==> src/rtl/calc_pkg.sv <==
`default_nettype none
// ============================================================================
// Module      : calc_pkg
// Description : Shared calculator definitions: eBCD key codes, keypad player
//               FSM state encoding and the eBCD to pushbutton one-hot map.
// Revision    : 1.0  initial release
// ============================================================================
package calc_pkg;

  // eBCD key codes: bit4 marks a valid key, bits3:0 select the key
  localparam logic [4:0] KEY_0   = 5'h10;
  localparam logic [4:0] KEY_1   = 5'h11;
  localparam logic [4:0] KEY_2   = 5'h12;
  localparam logic [4:0] KEY_3   = 5'h13;
  localparam logic [4:0] KEY_4   = 5'h14;
  localparam logic [4:0] KEY_5   = 5'h15;
  localparam logic [4:0] KEY_6   = 5'h16;
  localparam logic [4:0] KEY_7   = 5'h17;
  localparam logic [4:0] KEY_8   = 5'h18;
  localparam logic [4:0] KEY_9   = 5'h19;
  localparam logic [4:0] KEY_MUL = 5'h1A;
  localparam logic [4:0] KEY_DIV = 5'h1B;
  localparam logic [4:0] KEY_PM  = 5'h1C;
  localparam logic [4:0] KEY_ANS = 5'h1D;
  localparam logic [4:0] KEY_RST = 5'h1E;
  localparam logic [4:0] KEY_EQ  = 5'h1F;

  // Keypad player sequencing states
  typedef enum logic [1:0] {
    ST_IDLE    = 2'd0,
    ST_PRESS   = 2'd1,
    ST_RELEASE = 2'd2
  } state_t;

  // Pushbutton bit position of each key on the physical keypad matrix.
  // Codes without the valid flag map to no button at all.
  function automatic logic [15:0] ebcd_to_onehot(input logic [4:0] code);
    logic [15:0] oh;
    oh = '0;
    case (code)
      KEY_1:   oh[0]  = 1'b1;
      KEY_2:   oh[1]  = 1'b1;
      KEY_3:   oh[2]  = 1'b1;
      KEY_DIV: oh[3]  = 1'b1;
      KEY_4:   oh[4]  = 1'b1;
      KEY_5:   oh[5]  = 1'b1;
      KEY_6:   oh[6]  = 1'b1;
      KEY_MUL: oh[7]  = 1'b1;
      KEY_7:   oh[8]  = 1'b1;
      KEY_8:   oh[9]  = 1'b1;
      KEY_9:   oh[10] = 1'b1;
      KEY_PM:  oh[11] = 1'b1;
      KEY_RST: oh[12] = 1'b1;
      KEY_0:   oh[13] = 1'b1;
      KEY_ANS: oh[14] = 1'b1;
      KEY_EQ:  oh[15] = 1'b1;
      default: oh     = '0;
    endcase
    return oh;
  endfunction

endpackage : calc_pkg
`default_nettype wire

==> src/rtl/key_fifo.sv <==
`default_nettype none
// ============================================================================
// Module      : key_fifo
// Description : Synchronous FIFO of 5-bit eBCD codes. Pointers carry one
//               extra wrap bit so full and empty are told apart without a
//               separate counter. Push when full and pop when empty are
//               ignored.
// Revision    : 1.0  initial release
// ============================================================================
module key_fifo #(
  parameter int DEPTH = 8
) (
  input  logic       sw_clk,
  input  logic       rst,
  input  logic       i_push,
  input  logic [4:0] i_din,
  input  logic       i_pop,
  output logic [4:0] o_dout,
  output logic       o_full,
  output logic       o_empty
);

  localparam int c_AW = $clog2(DEPTH);

  logic [4:0]    r_mem [DEPTH];
  logic [c_AW:0] r_wr;
  logic [c_AW:0] r_rd;
  logic          w_do_push;
  logic          w_do_pop;

  assign o_empty   = (r_wr == r_rd);
  assign o_full    = (r_wr[c_AW] != r_rd[c_AW]) &&
                     (r_wr[c_AW-1:0] == r_rd[c_AW-1:0]);
  assign w_do_push = i_push && !o_full;
  assign w_do_pop  = i_pop && !o_empty;
  assign o_dout    = r_mem[r_rd[c_AW-1:0]];

  // Pointer update; both may move in the same cycle
  always_ff @(posedge sw_clk or negedge rst) begin
    if (!rst) begin
      r_wr <= '0;
      r_rd <= '0;
    end else begin
      if (w_do_push) r_wr <= r_wr + 1'b1;
      if (w_do_pop)  r_rd <= r_rd + 1'b1;
    end
  end

  // Storage write; contents need no reset because empty gates every read
  always_ff @(posedge sw_clk) begin
    if (w_do_push) r_mem[r_wr[c_AW-1:0]] <= i_din;
  end

endmodule : key_fifo
`default_nettype wire

==> src/rtl/keypad_player.sv <==
`default_nettype none
// ============================================================================
// Module      : keypad_player
// Description : Queues eBCD key codes from a valid/ready source and replays
//               each as an active-low one-hot pushbutton pulse on pb: held
//               for PRESS_CYC cycles, then released for RELEASE_CYC cycles.
//               Codes without the valid flag are swallowed and flagged on
//               drop.
//               Optional: KEYPAD_PLAYER_CHECK_EN adds eBCD_in/mismatch to
//               compare the decoded key from keypad_driver against the key
//               being played.
// Revision    : 1.0  initial release
// ============================================================================
module keypad_player
  import calc_pkg::*;
#(
  parameter int PRESS_CYC   = 4,
  parameter int RELEASE_CYC = 4,
  parameter int FIFO_DEPTH  = 8
) (
  input  logic        sw_clk,
  input  logic        rst,
`ifdef KEYPAD_PLAYER_CHECK_EN
  input  logic [4:0]  eBCD_in,
  output logic        mismatch,
`endif
  input  logic [4:0]  key_code,
  input  logic        key_valid,
  output logic        key_ready,
  output logic [15:0] pb,
  output logic        busy,
  output logic        drop
);

  localparam logic [7:0] c_PRESS_LD   = 8'(PRESS_CYC - 1);
  localparam logic [7:0] c_RELEASE_LD = 8'(RELEASE_CYC - 1);

  logic        w_full;
  logic        w_empty;
  logic [4:0]  w_head;
  logic        w_accept;
  logic        w_push;
  logic        w_pop;
  state_t      r_state;
  state_t      w_state_nxt;
  logic [7:0]  r_timer;
  logic [7:0]  w_timer_nxt;
  logic [15:0] r_pb;
  logic [15:0] w_pb_nxt;
  logic        r_drop;

  // A handshake completes whenever the FIFO has room; only valid keys are stored
  assign w_accept = key_valid && !w_full;
  assign w_push   = w_accept && key_code[4];

  key_fifo #(
    .DEPTH (FIFO_DEPTH)
  ) u_fifo (
    .sw_clk  (sw_clk),
    .rst     (rst),
    .i_push  (w_push),
    .i_din   (key_code),
    .i_pop   (w_pop),
    .o_dout  (w_head),
    .o_full  (w_full),
    .o_empty (w_empty)
  );

  // Sequencer: pop a key, hold its button, then hold all buttons released
  always_comb begin
    w_state_nxt = r_state;
    w_timer_nxt = r_timer;
    w_pb_nxt    = r_pb;
    w_pop       = 1'b0;
    case (r_state)
      ST_IDLE: begin
        if (!w_empty) begin
          w_pop       = 1'b1;
          w_pb_nxt    = ~ebcd_to_onehot(w_head);
          w_timer_nxt = c_PRESS_LD;
          w_state_nxt = ST_PRESS;
        end
      end
      ST_PRESS: begin
        if (r_timer == 8'd0) begin
          w_pb_nxt    = '1;
          w_timer_nxt = c_RELEASE_LD;
          w_state_nxt = ST_RELEASE;
        end else begin
          w_timer_nxt = r_timer - 8'd1;
        end
      end
      ST_RELEASE: begin
        if (r_timer == 8'd0) begin
          w_state_nxt = ST_IDLE;
        end else begin
          w_timer_nxt = r_timer - 8'd1;
        end
      end
      default: begin
        w_pb_nxt    = '1;
        w_timer_nxt = '0;
        w_state_nxt = ST_IDLE;
      end
    endcase
  end

  // Sequencer registers; reset releases every button at once
  always_ff @(posedge sw_clk or negedge rst) begin
    if (!rst) begin
      r_state <= ST_IDLE;
      r_timer <= '0;
      r_pb    <= '1;
    end else begin
      r_state <= w_state_nxt;
      r_timer <= w_timer_nxt;
      r_pb    <= w_pb_nxt;
    end
  end

  // Discard pulse for accepted codes lacking the valid-key flag
  always_ff @(posedge sw_clk or negedge rst) begin
    if (!rst) begin
      r_drop <= 1'b0;
    end else begin
      r_drop <= w_accept && !key_code[4];
    end
  end

  assign key_ready = !w_full;
  assign pb        = r_pb;
  assign busy      = !w_empty || (r_state != ST_IDLE);
  assign drop      = r_drop;

`ifdef KEYPAD_PLAYER_CHECK_EN
  logic [4:0] r_cur;
  logic       r_seen;
  logic       r_mismatch;
  logic       w_hit;
  logic       w_end;

  // First decoded key inside the press/release window is the one judged
  assign w_hit = (r_state != ST_IDLE) && !r_seen && eBCD_in[4];
  assign w_end = (r_state == ST_RELEASE) && (r_timer == 8'd0);

  // Loop-back checker: wrong or missing decode latches mismatch until reset
  always_ff @(posedge sw_clk or negedge rst) begin
    if (!rst) begin
      r_cur      <= '0;
      r_seen     <= 1'b0;
      r_mismatch <= 1'b0;
    end else begin
      if (w_pop) begin
        r_cur  <= w_head;
        r_seen <= 1'b0;
      end else if (w_hit) begin
        r_seen <= 1'b1;
      end
      if (w_hit && (eBCD_in != r_cur)) r_mismatch <= 1'b1;
      if (w_end && !r_seen && !w_hit)  r_mismatch <= 1'b1;
    end
  end

  assign mismatch = r_mismatch;
`endif

endmodule : keypad_player
`default_nettype wire

==> config.mk <==
export PLATFORM = sky130hd
export DESIGN_NAME = keypad_player
export DESIGN_NICKNAME = d
export VERILOG_FILES = /design/src/rtl/calc_pkg.sv /design/src/rtl/key_fifo.sv /design/src/rtl/keypad_player.sv
export SDC_FILE = /design/constraint.sdc
export NUM_CORES = 1
export LEC_CHECK = 0
export BUFFER_PORTS_ARGS = -buffer_cell sky130_fd_sc_hd__buf_4
export CAP_MARGIN = 25
export CORE_ASPECT_RATIO = 0.5
export CORE_MARGIN = 4
export CORE_UTILIZATION = 59
export CTS_CLUSTER_DIAMETER = 200
export DETAILED_ROUTE_END_ITERATION = 6
export MAX_ROUTING_LAYER = met4
export PLACE_DENSITY = 0.86
export SETUP_SLACK_MARGIN = 0.3
export SLEW_MARGIN = 20
export SYNTH_ARGS = -nofsm -noshare
export SYNTH_HDL_FRONTEND = slang
export SYNTH_SLANG_ARGS = --single-unit
==> constraint.sdc <==
create_clock -name sw_clk -period 2.22 [get_ports sw_clk]
set_input_delay 0.222 -clock sw_clk [delete_from_list [all_inputs] [get_ports sw_clk]]
set_output_delay 0.222 -clock sw_clk [all_outputs]
set_load 0.01 [all_outputs]
Word level (Yosys, flattened, before mapping) --
Memory sizes are Yosys's and may differ from the RTL's. Index checks and enable logic that the tools add are counted.
Word-level totals: bits in registers 35, latch bits 0, RAM bits 40, bits in read-only memories 0, output and inout port bits 19, word-level logic and storage cells 116, memories kept 1
Memory list:
- u_fifo.r_mem | words 8, bits a word 5, rd ports 1, clocked after Yosys merged registers in 0, wr ports 1, RTL line key_fifo.sv:25 | logic [4:0] r_mem [DEPTH];
Cells by class: add/subtract/negate cells 3, $mul 0, divide/modulo/power cells 0, magnitude comparators 0, eq/ne operators 25, shift operators 0, muxes and demuxes 63, bitwise operators 2, reductions and logical operators 16
Operator list (count):
- $eq 5x5->1 const B | 16
- $mux 1 | 52
- $pmux 16 s3 | 1
- $mux 16 | 2
- $mux 8 | 3
- $pmux 8 s3 | 1
- $not 16->16 | 1
- $add 4x1->4 const B | 2
- $logic_not 8->1 | 1
- $ne 2x2->1 const B | 4
- $sub 8x1->8 const B | 1
- $logic_and 1x1->1 | 6
- $mux 2 | 3
- $pmux 2 s3 | 1
- $reduce_and 3->1 | 2
- $eq 4x4->1 | 1
- $eq 3x3->1 | 1
- $logic_not 1->1 | 3
- $eq 2x1->1 const B | 1
- $eq 2x2->1 const B | 1
- $logic_not 2->1 | 1
- $reduce_and 2->1 | 1
- $reduce_bool 2->1 | 1
- $logic_or 1x1->1 | 1
- 2 further kinds | 2

Longest topological paths before layout --
depth after elaboration 8, mapped depth 8, gate-level depth less buffers 7

By module --
From an unflattened synthesis, not the netlist that was laid out.
Second synthesis, totals: cell total of the unflattened synthesis 238, area, all modules 3512.1 µm²
By module, submodules not included:
- key_fifo | times used 1, cells each 116, area an instance 2189.6 µm²
- keypad_player | times used 1, cells each 122, area an instance 1322.5 µm²

Least setup slack after synthesis --
Ideal clock, no wire load.
path kind reg-to-reg, start register u_fifo.r_rd[0], end memory u_fifo.r_mem[0][0] (enable), setup time 0.381 ns, data arrival time 1.757 ns, data required time 1.839 ns, setup slack 0.082 ns, cell stages (with the launch flop) 6, buffers on the path 1, clock period less this slack 2.138 ns, path through dfrtp_1 > buf_6 > xnor2_1 > nand4_1 > nand3_1 > nor4_1
On the way: word-level cells in the longest chain between the ends 8
RTL lines:
- start, declared | RTL line key_fifo.sv:27 | logic [c_AW:0] r_rd;
- start signal, assigned | RTL line key_fifo.sv:45 | if (w_do_pop) r_rd <= r_rd + 1'b1;
- $eq 3x3->1 * | RTL line key_fifo.sv:33 | (r_wr[c_AW-1:0] == r_rd[c_AW-1:0]);
- $logic_and 1x1->1 * | RTL line key_fifo.sv:32 | assign o_full = (r_wr[c_AW] != r_rd[c_AW]) &&
- $logic_not 1->1 *
- named net key_ready | RTL line keypad_player.sv:29 | output logic key_ready,
- $logic_and 1x1->1 | RTL line keypad_player.sv:53 | assign w_accept = key_valid && !w_full;
- $logic_and 1x1->1 | RTL line keypad_player.sv:54 | assign w_push = w_accept && key_code[4];
- $logic_and 1x1->1 * | RTL line key_fifo.sv:34 | assign w_do_push = i_push && !o_full;
- $mux 1 * | RTL line key_fifo.sv:51 | if (w_do_push) r_mem[r_wr[c_AW-1:0]] <= i_din;
- $mux 1 (implied by the code) * | RTL line key_fifo.sv:51
- end, declared | RTL line key_fifo.sv:25
Mark *: on every way through the listed nets, which the timed path passes. The rest lies on a longest branch.

Worst setup path after layout --
start register r_timer[3], end register r_pb[13], in the netlist pb[13]
On the way: word-level cells in the longest chain between the ends 3
RTL lines:
- start, declared | RTL line keypad_player.sv:46 | logic [7:0] r_timer;
- start signal, assigned | RTL line keypad_player.sv:116 | r_timer <= w_timer_nxt;
- $logic_not 8->1 | RTL line keypad_player.sv:85 | if (r_timer == 8'd0) begin
- $ne 2x2->1 (no line)
- $reduce_and 3->1 (no line)
- end signal, assigned | RTL line keypad_player.sv:117 | r_pb <= w_pb_nxt;
- end, declared | RTL line keypad_player.sv:48 | logic [15:0] r_pb;
Every way passes these cells. A chain may end at the register's enable or synchronous reset.

==> metrics.txt <==
final worst slack=0.193 ns; min Tclk post-route=2.03 ns; Die Ht=60.4 um; Placer Congestion=0.875; Post-DP HPWL=4440 um; top cells by area, synth=edfxtp_1, dfrtp_1, dfstp_2; worst setup path class=reg -> reg; CP startpoint kind=flip-flop; Worst Hold Launch=key_code[2]; DRC Markers=0; Final nets=296; layout cells sized above 1=0.564; setup tns final=0 ns; CTS tree=yes; met1 Use GR=0.342; maximum VDD drop=0.877 mV; DIE WIDTH=113 um; P_leak=1.63 nW; Avg WL per Cell=26.6 um; Worst EP arrival=2.30 ns; Required @ worst endpoint=2.49 ns; most frequent cells in the layout=buf_4, edfxtp_1, dfstp_2; Routed WL=9530 um; FP Rows=18; met2 usage=0.418; post-synthesis instance total=222; Period Utilization, post-route=0.913; vias per inst=6.69; Least-Margin Pin Slew=0.596 ns; worst setup path startpoint=r_timer[3]$_DFFE_PN0P_; worst-skew pair later-pin latency=0.36 ns; DRT Pass-1 Iters=5; number of antenna violations at the first check in global routing=0; Placed Instance Area=3580 um^2; Seq/Total Area, Yosys=0.648; Slew HR=0.601; core area=5110 um^2; Initial Util=0.633; unrepaired setup endpoints after global routing=yes; number of max-cap violations=0; dpl ws=0.179 ns; global-route wire length before repair=13000 um; Worst Clk Skew=0.0149 ns; Hold Crit Class=in -> reg; GRT met3 Usage=0.0717; Mapped Area=3240 um^2; CP Max Fanout=22; grt peak-use layer=met2; Pwr Density=1550 nW/um^2; total track usage=0.267; antenna diode count=0; Yosys reg bits=75; Slew Viols, Final=0; largest net degree at the start of global routing=36; area grow syn2layout=34.1%; vias in the first global route=2259; Reg2Reg Setup Slack=0.19 ns; utilization after layout=0.849; final hold violation count=0; final instance area=4340 um^2; Syn Area/Cell=14.6 um^2; final number of setup-violating endpoints=0; Yosys top cell area share=0.371; Ys Warns=0; Yosys top cell by area=edfxtp_1; status=finished clean; ANT nets after route=0; CTS sink cnt=75; initial drt markers=343; CTS HTree Levels=3; Worst Setup End Kind=flip-flop; die area=6800 um^2; CTS root buffer=clkbuf_8; worst-case clock buffer depth=2; # port buffers=26; grt total ovfl=0; Top Ports=27; clk slew on worst S/H paths=0.10 ns; Mapped Nets=234; Reg-to-Reg Start=r_timer[3]$_DFFE_PN0P_; Distinct cells, synth=40; Max Freq=493 MHz; fillcell total=187; vias post-DR=2403; commonest non-fill, non-tap cell in the layout=buf_4; Num CTS Buffers=9
Yosys cell counts (all sizes together):
cell	count
a211oi	1
a21oi	2
a22oi	1
a2bb2oi	16
and2	2
and3	1
buf	7
clkbuf	2
dfrtp	19
dfstp	16
edfxtp	40
ha	4
inv	4
mux2	4
mux2i	4
mux4	10
nand2	12
nand2b	3
nand3	6
nand4	2
nand4b	1
nor2	16
nor2b	1
nor3	7
nor3b	3
nor4	2
o211a	1
o211ai	3
o21ai	9
o22ai	1
or2	2
or3	4
or4	2
xnor2	8
xor2	6
per-layer routing:
layer / vias up / share of wire
met5: - / 0
met4: 0 / 0.022
met3: 21 / 0.091
met2: 207 / 0.50
met1: 1208 / 0.39
li1: 967 / -
registers in the layout, summed over array words and instances (netlist names):
register,cells
drop,1
pb,16
r_state,2
r_timer,8
u_fifo.r_mem,40
u_fifo.r_rd,4
u_fifo.r_wr,4
area by class of cell:
| cell class | instances | area (um^2) | share of cell area |
|---|---|---|---|
| clock buffers | 9 | 124 | 0.0286 |
| multi-input cells | 134 | 1420 | 0.327 |
| well taps | 70 | 87.6 | 0.0202 |
| repair buffers | 60 | 503 | 0.116 |
| inverters | 4 | 15.0 | 0.00346 |
| flip-flops and latches | 75 | 2110 | 0.485 |
| clock inverters | 7 | 82.6 | 0.0190 |
worst max-delay path, cell delays in order (launching register included):
cell and delay, ns:
dfrtp_2 0.44, buf_4 0.16, nor4_4 0.37, and2_4 0.24, o22ai_1 0.10, nor2_2 0.18
buf_12 0.21, a2bb2oi_1 0.23
cell families after synthesis:
group | synth area share
muxes | 0.0959
DFF | 0.648
xor gates and xnor gates | 0.0379
adders and majority gates | 0.0155
AOI/OAI and AO/OA | 0.0770
buffers and inverters | 0.0189
and+or+nand+nor | 0.107
report_power, final:
| part | internal (mW) | total (mW) | switching (mW) |
|---|---|---|---|
| combinational | 1.67 | 3.41 | 1.74 |
| clock | 0.539 | 1.13 | 0.591 |
| sequential | 1.82 | 2.18 | 0.361 |
| total | 4.03 | 6.72 | 2.69 |
repair_timing:
item | in CTS | in global routing
endpoints found under the setup margin | 39 | 57
setup buffers | 7 | 15
pin swaps | 4 | 14
hold buffers | 1 | 0
hold endpoints to repair | 19 | 0
gates resized for setup | 26 | 46
gates cloned | 0 | 1
worst paths after layout:
path | to | cells after the start
min in group asynchronous | u_fifo.r_wr[1]$_DFFE_PN0P_ | 2
worst max register to register | pb[13]$_DFFE_PN1P_ | 7
worst min register to register | u_fifo.r_rd[3]$_DFFE_PN0P_ | 1
worst min-delay path | u_fifo.r_mem[1][2]$_DFFE_PP_ | 1
worst max-delay path | pb[13]$_DFFE_PN1P_ | 7
max in group asynchronous | pb[9]$_DFFE_PN1P_ | 2
stage by stage:
step | std cells | hold WS, ns | power [mW]
6_report | 359 | 0.106 | 6.72
5_1_grt | 359 | 0.0978 | 6.99
4_1_cts | 343 | 0.0964 | 5.66
3_5_place_dp | 319 | 0.190 | 4.24
3_3_place_gp | 319 | 0.182 | 4.13
2_1_floorplan | 222 | -0.0736 | 3.56
Power figures use the tool's default switching activity.
